$ cat src/rtl/al_load_seq.sv
// al_load_seq: auto-load sequencer. Pulls NTGT configuration words from the
// BPI readback engine. Each word is presented to its target with a one-cycle
// CAPTURE strobe. The sequencer then waits for that target's sticky DONE
// (bounded by a timeout) and clears DONE with CLR_AL_DONE.
// Optional feature macro: AL_ERASED_SKIP_EN. When defined, erased words
// (16'hFFFF) are skipped and reported on the extra SKIPPED output.
module al_load_seq #(
   parameter int NTGT    = 2,
   parameter int TMO_CYC = 4000,
   parameter int TMR     = 0
) (
   input  logic            CLK40,
   input  logic            RST,
   input  logic            START,
   input  logic [15:0]     AL_DATA,
   input  logic            AL_VLD,
   output logic            AL_RD,
   input  logic [NTGT-1:0] TGT_DONE,
   output logic [NTGT-1:0] CAPTURE,
   output logic [11:0]     BPI_AL_REG,
   output logic            CLR_AL_DONE,
   output logic            BUSY,
   output logic            ALL_DONE,
   output logic [NTGT-1:0] TMO_ERR
`ifdef AL_ERASED_SKIP_EN
   ,
   output logic [NTGT-1:0] SKIPPED
`endif
);

   localparam int IW  = (NTGT > 1) ? $clog2(NTGT) : 1;
   localparam int NCP = (TMR != 0) ? 3 : 1;
   // Timeout is taken on the edge where the count would reach TMO_CYC-1.
   // This makes CAPTURE-to-CLR_AL_DONE span exactly TMO_CYC cycles.
   localparam logic [15:0]   TMO_LAST = 16'(TMO_CYC - 2);
   localparam logic [IW-1:0] IDX_LAST = IW'(NTGT - 1);

   typedef enum logic [2:0] {
      S_IDLE, S_REQ, S_CAPT, S_WAIT, S_CLR, S_NEXT, S_FIN
   } state_t;

   state_t          state_q [NCP];
   logic [IW-1:0]   idx_q   [NCP];
   state_t          state_v, state_d;
   logic [IW-1:0]   idx_v, idx_d;
   logic [15:0]     cnt_q, cnt_d;
   logic            al_rd_q, al_rd_d;
   logic [NTGT-1:0] capture_q, capture_d;
   logic [11:0]     bpi_q, bpi_d;
   logic            clr_q, clr_d;
   logic            busy_q, busy_d;
   logic            all_done_q, all_done_d;
   logic [NTGT-1:0] tmo_q, tmo_d;
   logic [NTGT-1:0] skip_q, skip_d;

   // Majority vote across copies of state and index (pass-through when single copy)
   generate
      if (TMR != 0) begin : g_tmr
         assign state_v = state_t'((state_q[0] & state_q[1]) |
                                   (state_q[0] & state_q[2]) |
                                   (state_q[1] & state_q[2]));
         assign idx_v   = (idx_q[0] & idx_q[1]) | (idx_q[0] & idx_q[2]) |
                          (idx_q[1] & idx_q[2]);
      end else begin : g_single
         assign state_v = state_q[0];
         assign idx_v   = idx_q[0];
      end
   endgenerate

`ifndef AL_ERASED_SKIP_EN
   // Upper data bits only matter for erased-word detection
   logic unused_data;
   assign unused_data = ^AL_DATA[15:12];
`endif

   // Next-state, counter, sticky status and registered-output decode
   always_comb begin
      state_d    = state_v;
      idx_d      = idx_v;
      cnt_d      = cnt_q;
      bpi_d      = bpi_q;
      busy_d     = busy_q;
      all_done_d = all_done_q;
      tmo_d      = tmo_q;
      skip_d     = skip_q;
      case (state_v)
         S_IDLE: if (START) begin
            state_d    = S_REQ;
            idx_d      = '0;
            all_done_d = 1'b0;
            tmo_d      = '0;
            skip_d     = '0;
            busy_d     = 1'b1;
         end
         S_REQ: if (al_rd_q && AL_VLD) begin
`ifdef AL_ERASED_SKIP_EN
            if (AL_DATA == 16'hFFFF) begin
               skip_d[idx_v] = 1'b1;
               state_d       = S_NEXT;
            end else begin
               bpi_d   = AL_DATA[11:0];
               state_d = S_CAPT;
            end
`else
            bpi_d   = AL_DATA[11:0];
            state_d = S_CAPT;
`endif
         end
         S_CAPT: begin
            cnt_d   = '0;
            state_d = S_WAIT;
         end
         S_WAIT: begin
            cnt_d = cnt_q + 16'd1;
            // DONE has priority over a coincident timeout
            if (TGT_DONE[idx_v]) begin
               state_d = S_CLR;
            end else if (cnt_q == TMO_LAST) begin
               tmo_d[idx_v] = 1'b1;
               state_d      = S_CLR;
            end
         end
         S_CLR:  state_d = S_NEXT;
         S_NEXT: begin
            if (idx_v == IDX_LAST) begin
               state_d = S_FIN;
            end else begin
               idx_d   = idx_v + 1'b1;
               state_d = S_REQ;
            end
         end
         S_FIN: begin
            all_done_d = 1'b1;
            busy_d     = 1'b0;
            state_d    = S_IDLE;
         end
         default: begin
            state_d = S_IDLE;
            busy_d  = 1'b0;
         end
      endcase
      al_rd_d   = (state_d == S_REQ);
      capture_d = (state_d == S_CAPT) ? (NTGT'(1) << idx_d) : '0;
      clr_d     = (state_d == S_CLR);
   end

   // State copies, counter and registered outputs
   always_ff @(posedge CLK40 or negedge RST) begin
      if (!RST) begin
         for (int i = 0; i < NCP; i++) begin
            state_q[i] <= S_IDLE;
            idx_q[i]   <= '0;
         end
         cnt_q      <= '0;
         al_rd_q    <= 1'b0;
         capture_q  <= '0;
         bpi_q      <= 12'h000;
         clr_q      <= 1'b0;
         busy_q     <= 1'b0;
         all_done_q <= 1'b0;
         tmo_q      <= '0;
         skip_q     <= '0;
      end else begin
         for (int i = 0; i < NCP; i++) begin
            state_q[i] <= state_d;
            idx_q[i]   <= idx_d;
         end
         cnt_q      <= cnt_d;
         al_rd_q    <= al_rd_d;
         capture_q  <= capture_d;
         bpi_q      <= bpi_d;
         clr_q      <= clr_d;
         busy_q     <= busy_d;
         all_done_q <= all_done_d;
         tmo_q      <= tmo_d;
         skip_q     <= skip_d;
      end
   end

   assign AL_RD       = al_rd_q;
   assign CAPTURE     = capture_q;
   assign BPI_AL_REG  = bpi_q;
   assign CLR_AL_DONE = clr_q;
   assign BUSY        = busy_q;
   assign ALL_DONE    = all_done_q;
   assign TMO_ERR     = tmo_q;
`ifdef AL_ERASED_SKIP_EN
   assign SKIPPED     = skip_q;
`else
   logic unused_skip;
   assign unused_skip = ^skip_q;
`endif

endmodule

$ cat config.mk
export PLATFORM = sky130hd
export DESIGN_NAME = al_load_seq
export DESIGN_NICKNAME = d
export VERILOG_FILES = /design/src/rtl/al_load_seq.sv
export SDC_FILE = /design/constraint.sdc
export NUM_CORES = 1
export LEC_CHECK = 0
export ABC_AREA = 1
export CORE_MARGIN = 4
export CORE_UTILIZATION = 35
export DETAILED_ROUTE_END_ITERATION = 6
export PLACE_DENSITY_LB_ADDON = 0.1
export SLEW_MARGIN = 0
export SYNTH_ARGS = -nofsm -noshare
export SYNTH_HDL_FRONTEND = slang
export SYNTH_SLANG_ARGS = --single-unit
$ cat constraint.sdc
create_clock -name CLK40 -period 1.46 [get_ports CLK40]
set_input_delay 0.365 -clock CLK40 [delete_from_list [all_inputs] [get_ports CLK40]]
set_output_delay 0.365 -clock CLK40 [all_outputs]
set_load 0.01 [all_outputs]
Word-level counts from Yosys, hierarchy flattened
Index checks and enable logic that the tools add are counted.
- flip-flop bits (word level): 40
- word-level logic and storage cells: 64
- output and inout bits: 20
- bits of input ports: 22
- reduce and logical (&&, ||, !) cells: 11
- add/subtract/negate cells: 2
- shifts and indexed selects: 1
- bitwise gates (word level): 2
- magnitude comparators: 2
- equal/unequal tests: 13
- mux-type cells: 23
- operators with widths (operator ; count):
    $pmux 16 s2 ; 1
    $pmux 3 s6 ; 1
    $add 16x1->16 const B ; 1
    $eq 16x12->1 const B ; 1
    $mux 3 ; 5
    $eq 3x3->1 const B ; 4
    $eq 3x2->1 const B ; 3
    $mux 2 ; 4
    $mux 1 ; 7
    $eq 3x1->1 const B ; 2
    $ne 2x2->1 const B ; 3
    $pmux 1 s2 ; 3
    $reduce_and 2->1 ; 3
    $reduce_bool 2->1 ; 3
    $reduce_or 5->1 ; 1
    $pmux 2 s2 ; 1
    $reduce_and 4->1 ; 1
    $logic_not 3->1 ; 1
    $logic_and 1x1->1 ; 2
    $lt 1x2->1 const B ; 1
    $or 2x2->2 ; 1
    $shl 1x1->2 const A ; 1
    $add 1x1->1 const B ; 1
    $demux 1 s1 ; 1
    other kinds (2) ; 2

Longest topological paths before layout
- word-level depth: 8
- gate-level depth with buffers: 11

Least setup slack after synthesis
OpenSTA, ideal clock, no wires.
- kind: reg-to-reg
- start point: register cnt_q[1]
- end point: register cnt_q[8]
- arrival time: 1269 ps
- setup time: 123 ps
- path slack: 68 ps
- stages on the path, launching flop included: 9
- period minus slack after synthesis: 1392 ps
- cell sequence: dfrtp_1 -> ha_1 -> nand2_1 -> nor2_2 -> nand2_1 -> o21ai_0 -> o21ai_0 -> o21ai_0 -> nand2_1
- longest elaborated chain between the ends: 2
- RTL lines (element ; RTL line ; RTL):
    start, declared ; 46 ; logic [15:0] cnt_q, cnt_d;
    start signal, assigned ; 168 ; cnt_q <= cnt_d;
    $add 16x1->16 ; 114 ; cnt_d = cnt_q + 16'd1;
    $pmux 16 s2 ; 86 ; case (state_v)
Every way passes these cells.
A chain may end at the register's enable or synchronous reset.

Final worst setup path
- start point: register cnt_q[1]
- end point: register al_rd_q (netlist: AL_RD)
- longest elaborated chain between the ends: 5
- RTL lines (element ; RTL line ; RTL):
    $eq 16x12->1 ; 118 ; end else if (cnt_q == TMO_LAST) begin
    $mux 3 ; 118 ;
    $mux 3 ; 116 ; if (TGT_DONE[idx_v]) begin
    $pmux 3 s6 ; 86 ;
    via state_d[2] ; 44 ; state_t state_v, state_d;
    $eq 3x1->1 ; 142 ; al_rd_d = (state_d == S_REQ);
    via al_rd_d ; 47 ; logic al_rd_q, al_rd_d;
    end signal, assigned ; 169 ; al_rd_q <= al_rd_d;
    end, declared ; 47 ;
The timed path passes the listed nets, and every way through them passes these cells.

==> summary.md <==
| Metric | Value |
|---|---|
| YS warnings | `0` |
| Fin. max-slew vios | `0` |
| Number of diodes | `0` |
| Critical path data required time | `1.65 ns` |
| CTS Buf Count | `5` |
| Syn avg cell area | `8.56 µm²` |
| CP peak stage delay | `just under 0.4 ns` |
| Residual DRC | `0` |
| Clk_lat worst skew | `0.29 ns` |
| Vias/cell | `4.69` |
| Status | `completed` |
| H-tree depth | `2` |
| Min-delay src | `ALL_DONE` |
| Post-synth top area share | `48.1%` |
| Pwr/cell area | `1480 nW/µm²` |
| Number of max-cap violations | `0` |
| WL final | `4940 µm` |
| Layout area overhead | `39.7%` |
| Antenna violations before repair | `0` |
| Largest area contributor in the netlist | `dfrtp_1` |
| Design Power | `0.00429 W` |
| FF+latch count, synth | `40` |
| Final nets | `337` |
| Vias in the first global route | `1784` |
| Root buf cell | `clkbuf_8` |
| Worst Clk Skew | `0.00635 ns` |
| CP max stage cell | `dfrtp_1` |
| Time the worst path needs with I/O delays and setup | `1.42 ns` |
| Tcrit/Tclk final | `97.2%` |
| CTS tree | `done` |
| First-pass GRT wire length | `8330 µm` |
| Hold depth | `2` |
| Remaining Overflow, GRT | `0` |
| Detail Route Antenna Nets | `0` |
| Largest net degree at the start of global routing | `27` |
| Gate Count Post-Synth | `243` |
| HP Class | `flop to flop` |
| DIE AREA | `7240 µm²` |
| Hold Path End | `ALL_DONE` |
| Final setup fails | `0` |
| Crit start category | `flop` |
| Drt first pass iters | `4` |
| Num ports | `42` |
| Fraction of layout cells with a size suffix above 1 | `26.4%` |
| P_leak | `1.50 nW` |
| Fin Setup TNS | `0 ns` |
| CTS clock-pin slew for the worst setup and hold paths | `0.08 ns` |
| GRT Total Usage | `14.3%` |
| Hold_ws | `between 0.4 and 0.5 ns` |
| Slew Limit Headroom | `73.5%` |
| R2R Path Start | `cnt_q[1]` |
| CORE AREA | `around 5600 µm²` |
| Die Y-Extent | `85.1 µm` |
| FP Rows | `27` |
| DR iter-0 viols | `88` |
| Hpwl dp | `3800 µm` |
| Sequential area share after synthesis | `48.1%` |
| CP Capture Type | `flop` |
| Starting Density | `36.9%` |
| Die W | `85.1 µm` |
| Highest clock rate | `704 MHz` |
| Vias | `approximately 1800` |
| Top cells by area, synth | `dfrtp_1, nand2_1, nor2_1` |
| R2R Path End | `AL_RD` |
| RSZ-0062 raised after global routing | `yes` |
| Syn Nets | `between 200 and 300` |
| Crit path cell chain | `buf_4 -> ha_4 -> inv_2 -> nor2_1 -> nand2_1 -> nor2_2 -> nand3_2 -> buf_4 -> nand3_2 -> nor2_1` |
| Worst path arrival time | `1.60 ns` |
| Actual slew at the worst max-slew pin | `0.397 ns` |
| Hold Fails Final Rpt | `0` |
| Clock Sinks | `40` |
| Dpl ws | `-0.205 ns` |
| Finished Core Util | `51.5%` |
| Post-synthesis cell area | `2080 µm²` |
| Peak supply drop | `731 µV` |
| CP max FO | `3` |
| Worst Path Class, Setup | `flop to flop` |
| Reg2Reg Depth | `10` |
| Worst setup margin | `0.0405 ns` |
| I/O Buffers | `37` |
| FF-to-FF setup slack | `0.04 ns` |
| Routed length per instance | `12.8 µm` |
| Post-synthesis cell type count | `32` |
| CTS max path bufs | `2` |
| GP Congestion | `roughly 0.8` |
-- registers in the layout, indices dropped and copies added (netlist names) --
register	count
state_q	3
BPI_AL_REG	12
CLR_AL_DONE	1
AL_RD	1
CAPTURE	2
TMO_ERR	2
ALL_DONE	1
idx_q	1
BUSY	1
cnt_q	16
-- cells in the final DEF, fill, tap and decap left out, types with 5 or more instances in the layout --
master / netlist / routed
buf_4: 0 / 27
clkbuf_8: 0 / 6
clkdlybuf4s50_1: 0 / 16
dfrtp_1: 40 / 40
dlygate4sd2_1: 0 / 20
inv_1: 25 / 23
inv_2: 3 / 5
mux2_4: 8 / 8
nand2_1: 54 / 51
nand2_2: 3 / 5
nand3_1: 22 / 19
nand4_1: 7 / 7
nor2_1: 35 / 31
o21ai_0: 10 / 6
-- worst max-delay path by stage --
stage / endpoint / slack [ns] / startpoint / cells past startpoint
after floorplan: cnt_q[8] / 0.07 / cnt_q[1] / 8
after global placement: AL_RD / -0.18 / TGT_DONE[0] / 6
after detailed placement: AL_RD / -0.21 / TGT_DONE[0] / 6
after CTS: AL_RD / 0.02 / cnt_q[0] / 10
after global routing: TMO_ERR[1] / -0.07 / cnt_q[1] / 11
final: AL_RD / 0.04 / cnt_q[1] / 10
-- worst max-delay path, delay by kind of cell (launching register included) --
kind,cells,cell delay (ns)
simple gates,6,0.49
flops,1,0.39
fa+ha+maj,1,0.12
buf+inv,3,0.31
-- stage by stage --
step           cell area, µm²  cells
3_5_place_dp             2720    375
5_1_grt                  2900    386
3_3_place_gp             2720    375
6_report                 2900    386
4_1_cts                  2810    384
2_1_floorplan            2080    243
-- power breakdown --
group / internal [W] / total, W / switching, W
combinational: 0.000948 / 0.00186 / 0.000917
sequential: 0.00143 / 0.00165 / 0.000215
clock: 0.000383 / 0.000782 / 0.000400
-- area by class of cell --
cell class                      count  area [µm²]
Clock buffer                        6        82.6
Clock inverter                      2        15.0
Fill cell                         551        2740
Inverter                           29         111
Multi-Input combinational cell    170        1020
Sequential cell                    40        1000
Tap cell                           72        90.1
Timing Repair Buffer               67         584
-- synthesized netlist by cell type --
master	count
a21boi_1	1
a21oi_1	3
a22oi_1	1
a31oi_1	1
a32o_1	1
buf_2	2
buf_6	1
clkbuf_2	1
dfrtp_1	40
ha_1	2
inv_1	25
inv_2	3
inv_4	1
mux2_2	4
mux2_4	8
nand2_1	54
nand2_2	3
nand2_4	1
nand3_1	22
nand3_2	1
nand4_1	7
nor2_1	35
nor2_2	1
nor2_8	1
nor3_1	2
nor3_2	1
o21a_1	1
o21ai_0	10
o22ai_1	4
or2_2	2
or2_4	1
xor2_1	3
-- what timing repair did --
item	4_1_cts	5_1_grt
endpoints found under the setup margin	23	14
gates cloned	0	0
pin swaps	0	12
setup buffers	0	3
hold buffers	1	0
gates resized for setup	23	24
endpoints found under the hold margin	14	0
-- cell families (layout without fill, tap and decap cells) --
group / Yosys count / in the layout / synth area share, %
muxes: 12 / 12 / 7.94
buffers and inverters: 33 / 104 / 6.62
and+or+nand+nor: 131 / 131 / 28.6
DFF: 40 / 40 / 48.1
xor gates and xnor gates: 3 / 3 / 1.26
AOI/OAI and AO/OA: 22 / 22 / 6.20
adders and majority gates: 2 / 2 / 1.20
-- metal layers --
layer / global-route usage (%) / up-vias / share of wire (%)
li1: - / 925 / -
met1: 20.9 / 847 / 51
met2: 21.3 / 34 / 45
met3: 3.50 / 4 / 3.8
met4: 3.60 / 0 / 0.99
met5: 0 / - / 0
Note: power is estimated with default switching activity, not from simulation.
